**config.mk**
```make
export PLATFORM = sky130hd
export DESIGN_NAME = uart_tx_param_flat
export DESIGN_NICKNAME = d
export VERILOG_FILES = /design/src/rtl/uart_tx_param_pkg.sv /design/src/rtl/uart_tx_param_if.sv /design/src/rtl/uart_tx_param_baud_gen.sv /design/src/rtl/uart_tx_param.sv /design/src/flat_wrapper.sv
export SDC_FILE = /design/constraint.sdc
export NUM_CORES = 1
export LEC_CHECK = 0
export ABC_AREA = 1
export ABC_CLOCK_PERIOD_IN_PS = 1850
export CELL_PAD_IN_SITES_DETAIL_PLACEMENT = 2
export CELL_PAD_IN_SITES_GLOBAL_PLACEMENT = 2
export CORE_ASPECT_RATIO = 0.8
export CORE_MARGIN = 8
export CORE_UTILIZATION = 35
export DETAILED_ROUTE_END_ITERATION = 8
export GPL_TIMING_DRIVEN = 0
export PLACE_DENSITY = 0.83
export SYNTH_ARGS = -nofsm -noshare
export SYNTH_HDL_FRONTEND = slang
export SYNTH_SLANG_ARGS = --single-unit
```
**constraint.sdc**
```tcl
create_clock -name clk -period 1.85 [get_ports clk]
set_input_delay 0.37 -clock clk [delete_from_list [all_inputs] [get_ports clk]]
set_output_delay 0.37 -clock clk [all_outputs]
set_load 0.05 [all_outputs]
```
**src/rtl/uart_tx_param_pkg.sv**
```systemverilog
// Shared UART definitions: transmitter state encoding, parity mode
// constants and the parity helper. The parametrised receiver will use
// this package too.
package uart_pkg;

    typedef enum logic [2:0] {
        IDLE  = 3'd0,
        START = 3'd1,
        DATA  = 3'd2,
        PAR   = 3'd3,
        STOP  = 3'd4
    } tx_state_t;

    localparam int PAR_NONE = 0;
    localparam int PAR_ODD  = 1;
    localparam int PAR_EVEN = 2;

    // Parity bit over up to 9 payload bits. Unused high bits must be zero;
    // zero-extension does not change the XOR reduction.
    function automatic logic parity_bit(input logic [8:0] d, input int mode);
        logic p;
        if (mode == PAR_ODD) begin
            p = ~^d;
        end else begin
            p = ^d;
        end
        return p;
    endfunction

endpackage

```
**src/rtl/uart_tx_param_if.sv**
```systemverilog
// Valid/ready word handshake between the byte source and the transmitter.
//   data  : payload word, DATA_BITS wide
//   valid : source has a word
//   ready : transmitter accepts a word this cycle
// master = byte source, slave = transmitter.
interface uart_tx_param_if #(
    parameter int DATA_BITS = 8
) ();
    logic [DATA_BITS-1:0] data;
    logic                 valid;
    logic                 ready;

    modport master (output data, output valid, input  ready);
    modport slave  (input  data, input  valid, output ready);
endinterface

```
**src/rtl/uart_tx_param_baud_gen.sv**
```systemverilog
// Bit-period timer for the UART transmitter.
//   clk   : system clock
//   rst   : asynchronous active-low reset
//   clear : restart the count at 0 (pulsed when a word is accepted)
//   tick  : one-cycle pulse while the count sits at DIV-1
module uart_baud_gen #(
    parameter int DIV = 4
) (
    input  logic clk,
    input  logic rst,
    input  logic clear,
    output logic tick
);
    localparam int          CW   = $clog2(DIV);
    localparam logic [CW-1:0] LAST = CW'(DIV - 1);

    logic [CW-1:0] cnt_q;
    logic [CW-1:0] cnt_d;

    // Next count: wrap at DIV-1 so every bit lasts exactly DIV cycles.
    always_comb begin
        if (clear) begin
            cnt_d = '0;
        end else if (cnt_q == LAST) begin
            cnt_d = '0;
        end else begin
            cnt_d = cnt_q + CW'(1);
        end
    end

    // Count register.
    always_ff @(posedge clk or negedge rst) begin
        if (!rst) begin
            cnt_q <= '0;
        end else begin
            cnt_q <= cnt_d;
        end
    end

    assign tick = (cnt_q == LAST);

endmodule

```
**src/rtl/uart_tx_param.sv**
```systemverilog
// Parametrised UART transmitter with valid/ready input handshake.
//   clk  : system clock
//   rst  : asynchronous active-low reset; forces tx high and aborts a frame
//   s_if : word handshake (data/valid in, ready out); ready only in IDLE
//   tx   : serial line, idle high, LSB first
//   busy : frame in progress
// Frame: start, DATA_BITS data, optional parity, STOP_BITS stop bits,
// each DIV = CLK_FREQ/BAUD_RATE cycles. All outputs are registered.
module uart_tx_param
    import uart_pkg::*;
#(
    parameter int CLK_FREQ  = 50_000_000,
    parameter int BAUD_RATE = 9600,
    parameter int DATA_BITS = 8,
    parameter int PARITY    = 0,
    parameter int STOP_BITS = 1
) (
    input  logic            clk,
    input  logic            rst,
    uart_tx_param_if.slave  s_if,
    output logic            tx,
    output logic            busy
);
    localparam int DIV = CLK_FREQ / BAUD_RATE;
    localparam int IW  = $clog2(DATA_BITS + 1);
    localparam logic [IW-1:0] IDX_LAST  = IW'(DATA_BITS - 1);
    localparam logic          STOP_LAST = (STOP_BITS == 2) ? 1'b1 : 1'b0;

    if (DATA_BITS < 5 || DATA_BITS > 9) begin : g_bad_data_bits
        $error("uart_tx_param: DATA_BITS must be 5..9");
    end
    if (PARITY < 0 || PARITY > 2) begin : g_bad_parity
        $error("uart_tx_param: PARITY must be 0, 1 or 2");
    end
    if (STOP_BITS != 1 && STOP_BITS != 2) begin : g_bad_stop_bits
        $error("uart_tx_param: STOP_BITS must be 1 or 2");
    end
    if (DIV < 4) begin : g_bad_div
        $error("uart_tx_param: CLK_FREQ/BAUD_RATE must be at least 4");
    end

    tx_state_t            state_q, state_d;
    logic [DATA_BITS-1:0] shift_q, shift_d;
    logic [IW-1:0]        idx_q,   idx_d;
    logic                 stop_q,  stop_d;
    logic                 par_q,   par_d;
    logic                 tx_q,    tx_d;
    logic                 ready_q, ready_d;
    logic                 busy_q,  busy_d;
    logic                 clear_s;
    logic                 tick_s;
    logic                 accept_s;

    uart_baud_gen #(
        .DIV (DIV)
    ) u_baud_gen (
        .clk   (clk),
        .rst   (rst),
        .clear (clear_s),
        .tick  (tick_s)
    );

    // ready_q is only ever high in IDLE, so valid elsewhere is ignored.
    assign accept_s = ready_q & s_if.valid;

    // Next-state, datapath and output computation.
    always_comb begin
        state_d = state_q;
        shift_d = shift_q;
        idx_d   = idx_q;
        stop_d  = stop_q;
        par_d   = par_q;
        clear_s = 1'b0;

        case (state_q)
            IDLE: begin
                if (accept_s) begin
                    shift_d = s_if.data;
                    par_d   = parity_bit(9'(s_if.data), PARITY);
                    idx_d   = '0;
                    stop_d  = 1'b0;
                    clear_s = 1'b1;
                    state_d = START;
                end else begin
                    state_d = IDLE;
                end
            end
            START: begin
                if (tick_s) begin
                    state_d = DATA;
                end else begin
                    state_d = START;
                end
            end
            DATA: begin
                if (tick_s) begin
                    shift_d = {1'b0, shift_q[DATA_BITS-1:1]};
                    if (idx_q == IDX_LAST) begin
                        idx_d   = '0;
                        state_d = (PARITY != PAR_NONE) ? PAR : STOP;
                    end else begin
                        idx_d   = idx_q + IW'(1);
                    end
                end else begin
                    state_d = DATA;
                end
            end
            PAR: begin
                if (tick_s) begin
                    state_d = STOP;
                end else begin
                    state_d = PAR;
                end
            end
            STOP: begin
                if (tick_s) begin
                    if (stop_q == STOP_LAST) begin
                        stop_d  = 1'b0;
                        state_d = IDLE;
                    end else begin
                        stop_d  = 1'b1;
                    end
                end else begin
                    state_d = STOP;
                end
            end
            default: begin
                state_d = IDLE;
            end
        endcase

        // Outputs are decoded from the next state so they register in
        // step with it: tx falls on the same edge that accepts the word.
        case (state_d)
            IDLE:    tx_d = 1'b1;
            START:   tx_d = 1'b0;
            DATA:    tx_d = shift_d[0];
            PAR:     tx_d = par_q;
            STOP:    tx_d = 1'b1;
            default: tx_d = 1'b1;
        endcase
        ready_d = (state_d == IDLE);
        busy_d  = (state_d != IDLE);
    end

    // FSM, datapath and output registers.
    always_ff @(posedge clk or negedge rst) begin
        if (!rst) begin
            state_q <= IDLE;
            shift_q <= '0;
            idx_q   <= '0;
            stop_q  <= 1'b0;
            par_q   <= 1'b0;
            tx_q    <= 1'b1;
            ready_q <= 1'b0;
            busy_q  <= 1'b0;
        end else begin
            state_q <= state_d;
            shift_q <= shift_d;
            idx_q   <= idx_d;
            stop_q  <= stop_d;
            par_q   <= par_d;
            tx_q    <= tx_d;
            ready_q <= ready_d;
            busy_q  <= busy_d;
        end
    end

    assign s_if.ready = ready_q;
    assign tx         = tx_q;
    assign busy       = busy_q;

endmodule

```
**src/flat_wrapper.sv**
```systemverilog
// flat-port wrapper written by rule: the top's interface ports become plain ports
module uart_tx_param_flat import uart_pkg::*;
#(
    parameter int CLK_FREQ  = 50_000_000,
    parameter int BAUD_RATE = 9600,
    parameter int DATA_BITS = 8,
    parameter int PARITY    = 0,
    parameter int STOP_BITS = 1
)
  (clk, rst, tx, busy, s_if_data, s_if_valid, s_if_ready);
  uart_tx_param_if #(.DATA_BITS(DATA_BITS)) s_if_i ();
  input  logic clk;
  input  logic rst;
  output logic tx;
  output logic busy;
  input wire logic [$bits(s_if_i.data)-1:0] s_if_data;
  input wire logic [$bits(s_if_i.valid)-1:0] s_if_valid;
  output wire logic [$bits(s_if_i.ready)-1:0] s_if_ready;
  assign s_if_i.data = s_if_data;
  assign s_if_i.valid = s_if_valid;
  assign s_if_ready = s_if_i.ready;
  uart_tx_param #(.CLK_FREQ(CLK_FREQ), .BAUD_RATE(BAUD_RATE), .DATA_BITS(DATA_BITS), .PARITY(PARITY), .STOP_BITS(STOP_BITS)) u_core (.clk(clk), .rst(rst), .s_if(s_if_i), .tx(tx), .busy(busy));
endmodule
```
* Yosys cells after proc, flatten, opt, wreduce, memory -nomap -nowiden
Cells that the tools add are included.
Word-level totals: register bits 33, latch bits 0, bits in writable memories 0, ROM bits 0, input bits 11, word-level logic and storage cells 58, memories 0
Cells by class: add/sub/neg operators 2, $mul 0, div/mod/pow operators 0, order comparisons 0, equal/unequal tests 12, shifts and indexed selects 0, mux-type cells 24, bitwise logic cells 1, reduce and logical (&&, ||, !) cells 9
Operator list (number):
- 2-to-1 mux 13 bit | 2
- 2-to-1 mux 8 bit | 2
- one-hot mux 8 bit (2 select lines) | 1
- 2-to-1 mux 3 bit | 5
- one-hot mux 3 bit (5 select lines) | 1
- adder 13 x 1 -> 13 bit, second input constant | 1
- equality test 13 bit, second input constant | 1
- equality test 3 x 2 -> 1 bit, second input constant | 4
- 2-to-1 mux 4 bit | 3
- parity 9 bit | 1
- one-hot mux 4 bit (2 select lines) | 1
- equality test 3 x 1 -> 1 bit, second input constant | 2
- logical NOT 3 bit | 2
- 2-to-1 mux 1 bit | 6
- inequality test 2 x 1 -> 1 bit, second input constant | 3
- AND reduction 3 bit | 2
- adder 4 x 1 -> 4 bit, second input constant | 1
- equality test 4 x 3 -> 1 bit, second input constant | 1
- nonzero test 2 bit | 2
- equality test 3 bit, second input constant | 1
- one-hot mux 1 bit (3 select lines) | 1
- nonzero test 3 bit | 1
- 2-to-1 mux 2 bit | 1
- one-hot mux 1 bit (2 select lines) | 1
- 2 further kinds | 2

* Logic depth before layout (Yosys ltp)
depth in word-level cells 6, depth in mapped cells 12, depth with buffers taken out 12

* Cells and area by module
A second synthesis with hierarchy kept.
Second synthesis, totals: cell total of the unflattened synthesis 242, area, all modules 1853.0 sq um
By module, submodules not included:
- uart_tx_param | times used 1, cells an instance 149, area each 1132.3 sq um, seq. area each 476.7 sq um
- uart_baud_gen | times used 1, cells an instance 93, area each 720.7 sq um, seq. area each 325.3 sq um

* Least setup slack after synthesis
No wires, ideal clock.
path kind register -> register, start reg u_core.u_baud_gen.cnt_q[0], end reg u_core.busy_q (netlist: u_core.busy), arrival time 1348 ps, required time 1734 ps, slack 386 ps, stages on the path, launching flop included 11, clock period less this slack 1464 ps, path through dfrtp_1 ha_1 nand2_2 inv_2 nand2_2 nor2_8 nand2_4 a21oi_2 nand3_2 inv_1 nand2_1
Between the ends: word-level cells in the longest chain between the ends 4
Ends and longest elaborated chain:
- start: declaration | line uart_tx_param_baud_gen.sv:17 | logic [CW-1:0] cnt_q;
- start signal: assignment | line uart_tx_param_baud_gen.sv:36 | cnt_q <= cnt_d;
- equality test 13 bit * | line uart_tx_param_baud_gen.sv:40 | assign tick = (cnt_q == LAST);
- 2-to-1 mux 3 bit, or another cell as far along | line uart_tx_param.sv:116 | if (tick_s) begin
- one-hot mux 3 bit (5 select lines) * | line uart_tx_param.sv:75 | case (state_q)
- nonzero test 3 bit * | line uart_tx_param.sv:143 | busy_d = (state_d != IDLE);
- via u_core.busy_d | line uart_tx_param.sv:49 | logic busy_q, busy_d;
- end signal: assignment | line uart_tx_param.sv:165 | busy_q <= busy_d;
- end: declaration | line uart_tx_param.sv:49
Mark *: on every way through the listed nets, which the timed path passes. The rest lies on a longest branch. A chain may end at the register's enable or synchronous reset.

* Final worst setup path
start reg u_core.busy_q (netlist: u_core.busy), end out busy
RTL lines:
- end: declaration | line flat_wrapper.sv:15 | output logic busy;
No word-level cell between the ends.

==> impl_metrics.ini <==
[run_status]
outcome = completed

[cts]
cts_buffer_depth = 2
numClockSinks = 32
cts_htree_levels = 2
clock_latency_ps = 290
cts-root-buf = clkbuf_8
cts_hold_buffers = 0
clkTransAtPathRegs_ps = 70
cts_tree = built
cts_buffers = 5

[place]
dp.cells = 280
gp_congestion = 0.785
io_buffers = 13
dp_hpwl_um = 3550

[timing]
grt_setup_unrepaired = no
fin_crit_sh = 0.957
fin_setup_tns_ps = 0
max_freq_mhz = 565
slew_headroom = 0.500
hold_viol = 0
period_minus_slack_ps = 1770
worst_slew_pin_slew_ps = 750
finalSetupViolations = 0
finalMaxSlewViolations = 0
clock_skew_ps = 4.06

[floorplan]
start_util = 0.355
dieArea_um2 = 7440
fp.coreArea_um2 = 4860
die_y_um = 78.8
fp.dieW_um = 94.5
rows = 23
design.portCount = 14

[power]
seq_power_share = 0.464
p_sw_w = 0.000809
p_leak_nw = 0.994
power.internal_w = 0.00144
netSwitchingFraction = 0.359
ir_worst_vdd_uv = 345
p_per_area_nw_per_um2 = 1120
pwr-share-comb = 0.286
clock_power_share = 0.250

[finish]
final_common_cell = nand2_1
drive_gt1_frac = 0.142
fin_nets = 238
num_antenna_cells = 0
area_growth_syn_to_layout_pct = 17.2
final_cell_mix = nand2_1 (41), dfrtp_1 (31), inv_1 (25)
utilization = 0.415
layout.cells.non_filler = 288

[grt]
antenna_found_initial = 0
grt_max_degree = 33
grt_pass1_wl_um = 8020
track_usage = 0.138
grt_pass1_vias = 1632
overflow = 0

[drt]
vias_per_cell = 5.07
avgRoutedWirePerCell_um = 16.3
via_count = 1461
dr_wl_met2_um = 2190
first_pass_iters = 4
highest_layer = met4
wirelength_um = 4680
ant_nets = 0
drtIter0Drc = 41
drc = 0
wl_met1_um = 2200
wl_met3_um = 159

[yosys]
ys_seq_elements = 32
syn_inst = 205
syn_area_per_cell_um2 = 8.41
seq_area_frac_synth = 0.465
synth.distinct_cells = 29
synth_warnings = 0
netlist_area_um2 = 1720
syn-num-nets = 218

[critical_path]
cp_max_fo = 1
crit_path_end_kind = output port
cpPeakStageDelay_ps = 790
worstSetupPathType = flop to output port
cp_cell_sequence = clkdlybuf4s50_1
rr_worst_depth = 10
r2r-start = u_core.u_baud_gen.cnt_q[0]
reg2reg_slack_ps = 160
slowest_stage = clkdlybuf4s50_1
r2r_end = u_core.idx_q[2]
path_delay_family = buffers and inverters
crit_buf_inv = 1
cp-start-kind = flop
required_ps = 1480
crit_arrival_ps = 1400

[min_path]
hp-class = input port to async pin

[job]
maxCapViolCount = 0
==> state kept, by name (all words and copies together), names as in the netlist <==
name / cells
u_core.u_baud_gen.cnt_q: 13
u_core.shift_q: 8
u_core.idx_q: 4
u_core.state_q: 3
u_core.busy: 1
u_core.par_q: 1
u_core.s_if.ready: 1
u_core.tx: 1
==> kinds of logic after synthesis <==
logic type / Yosys count / synth area share
xor+xnor: 11 / 0.0559
compound gates: 20 / 0.0791
fa+ha+maj: 2 / 0.0145
simple gates: 108 / 0.315
buf+inv: 32 / 0.0704
flops: 32 / 0.465
==> cell type report <==
cell class	instances	area (um^2)
well taps	62	77.6
multi-input cells	141	803
plain buffers	1	5.00
repair buffers	13	126
fillers	566	2840
clock buffers	8	90.1
flip-flops and latches	32	802
inverters	31	116
==> synthesized netlist by cell type <==
cell      instances  area share
o211ai_1          2      0.0087
o21ai_0           2      0.0058
a21oi_2           2       0.010
inv_2             5       0.011
nor2_4            1      0.0065
buf_2             1      0.0029
dfstp_2           1       0.015
nand3_4           1       0.010
nor3_1            7       0.020
dfrtp_1          31        0.45
nand4_1           4       0.015
nand3_2           1      0.0058
nand2_1          41       0.089
ha_1              2       0.015
xor2_1            6       0.030
inv_1            26       0.057
o221ai_1          5       0.025
nor2_2            3       0.011
a21oi_1           7       0.020
xnor2_1           5       0.025
nand2_2           4       0.015
nand3b_1          1      0.0044
nor2_1           23       0.050
nor2_8            1       0.012
o21a_1            2      0.0087
nor3b_1           3       0.013
nand3_1          15       0.044
nand4_2           1      0.0073
nand2_4           2       0.013
==> layer usage <==
metal	up-vias	global-route usage
li1	705	-
met1	722	0.174
met3	12	0.0358
met5	-	0
met2	22	0.218
met4	0	0.0622
==> power by group through the flow <==
stage / sequential (W) / combinational [W] / clock [W]
after floorplan: 0.00105 / 0.000433 / 0
after global placement: 0.00105 / 0.000613 / 0
after detailed placement: 0.00106 / 0.000650 / 0
after CTS: 0.00104 / 0.000656 / 0.000580
after global routing: 0.00107 / 0.000733 / 0.000606
final: 0.00105 / 0.000645 / 0.000563
==> worst max path at each step <==
stage                                     startpoint              end  cells past startpoint
final                                    u_core.busy             busy                      1
after floorplan           u_core.u_baud_gen.cnt_q[0]      u_core.busy                     10
after global routing      u_core.u_baud_gen.cnt_q[0]  u_core.idx_q[2]                     10
after global placement                           rst      u_core.busy                      1
after CTS                          u_core.s_if.ready       s_if_ready                      1
after detailed placement                  s_if_valid     u_core.par_q                      6
==> metrics by stage <==
stage / instance area (um^2) / total power, W / hold slack (ps) / setup slack, ps
after global placement: 1930 / 0.00166 / 460 / -265
after detailed placement: 1930 / 0.00171 / 464 / -143
after floorplan: 1720 / 0.00149 / 74.4 / 386
after CTS: 2020 / 0.00228 / 176 / 4.92
final: 2020 / 0.00225 / 144 / 79.1
after global routing: 2020 / 0.00241 / 195 / 34.3
==> timing repair <==
item,in CTS,in global routing
buffers inserted,0,0
setup endpoints to repair,1,5
resized for setup,1,3
Note: power is estimated with default switching activity, not from simulation.
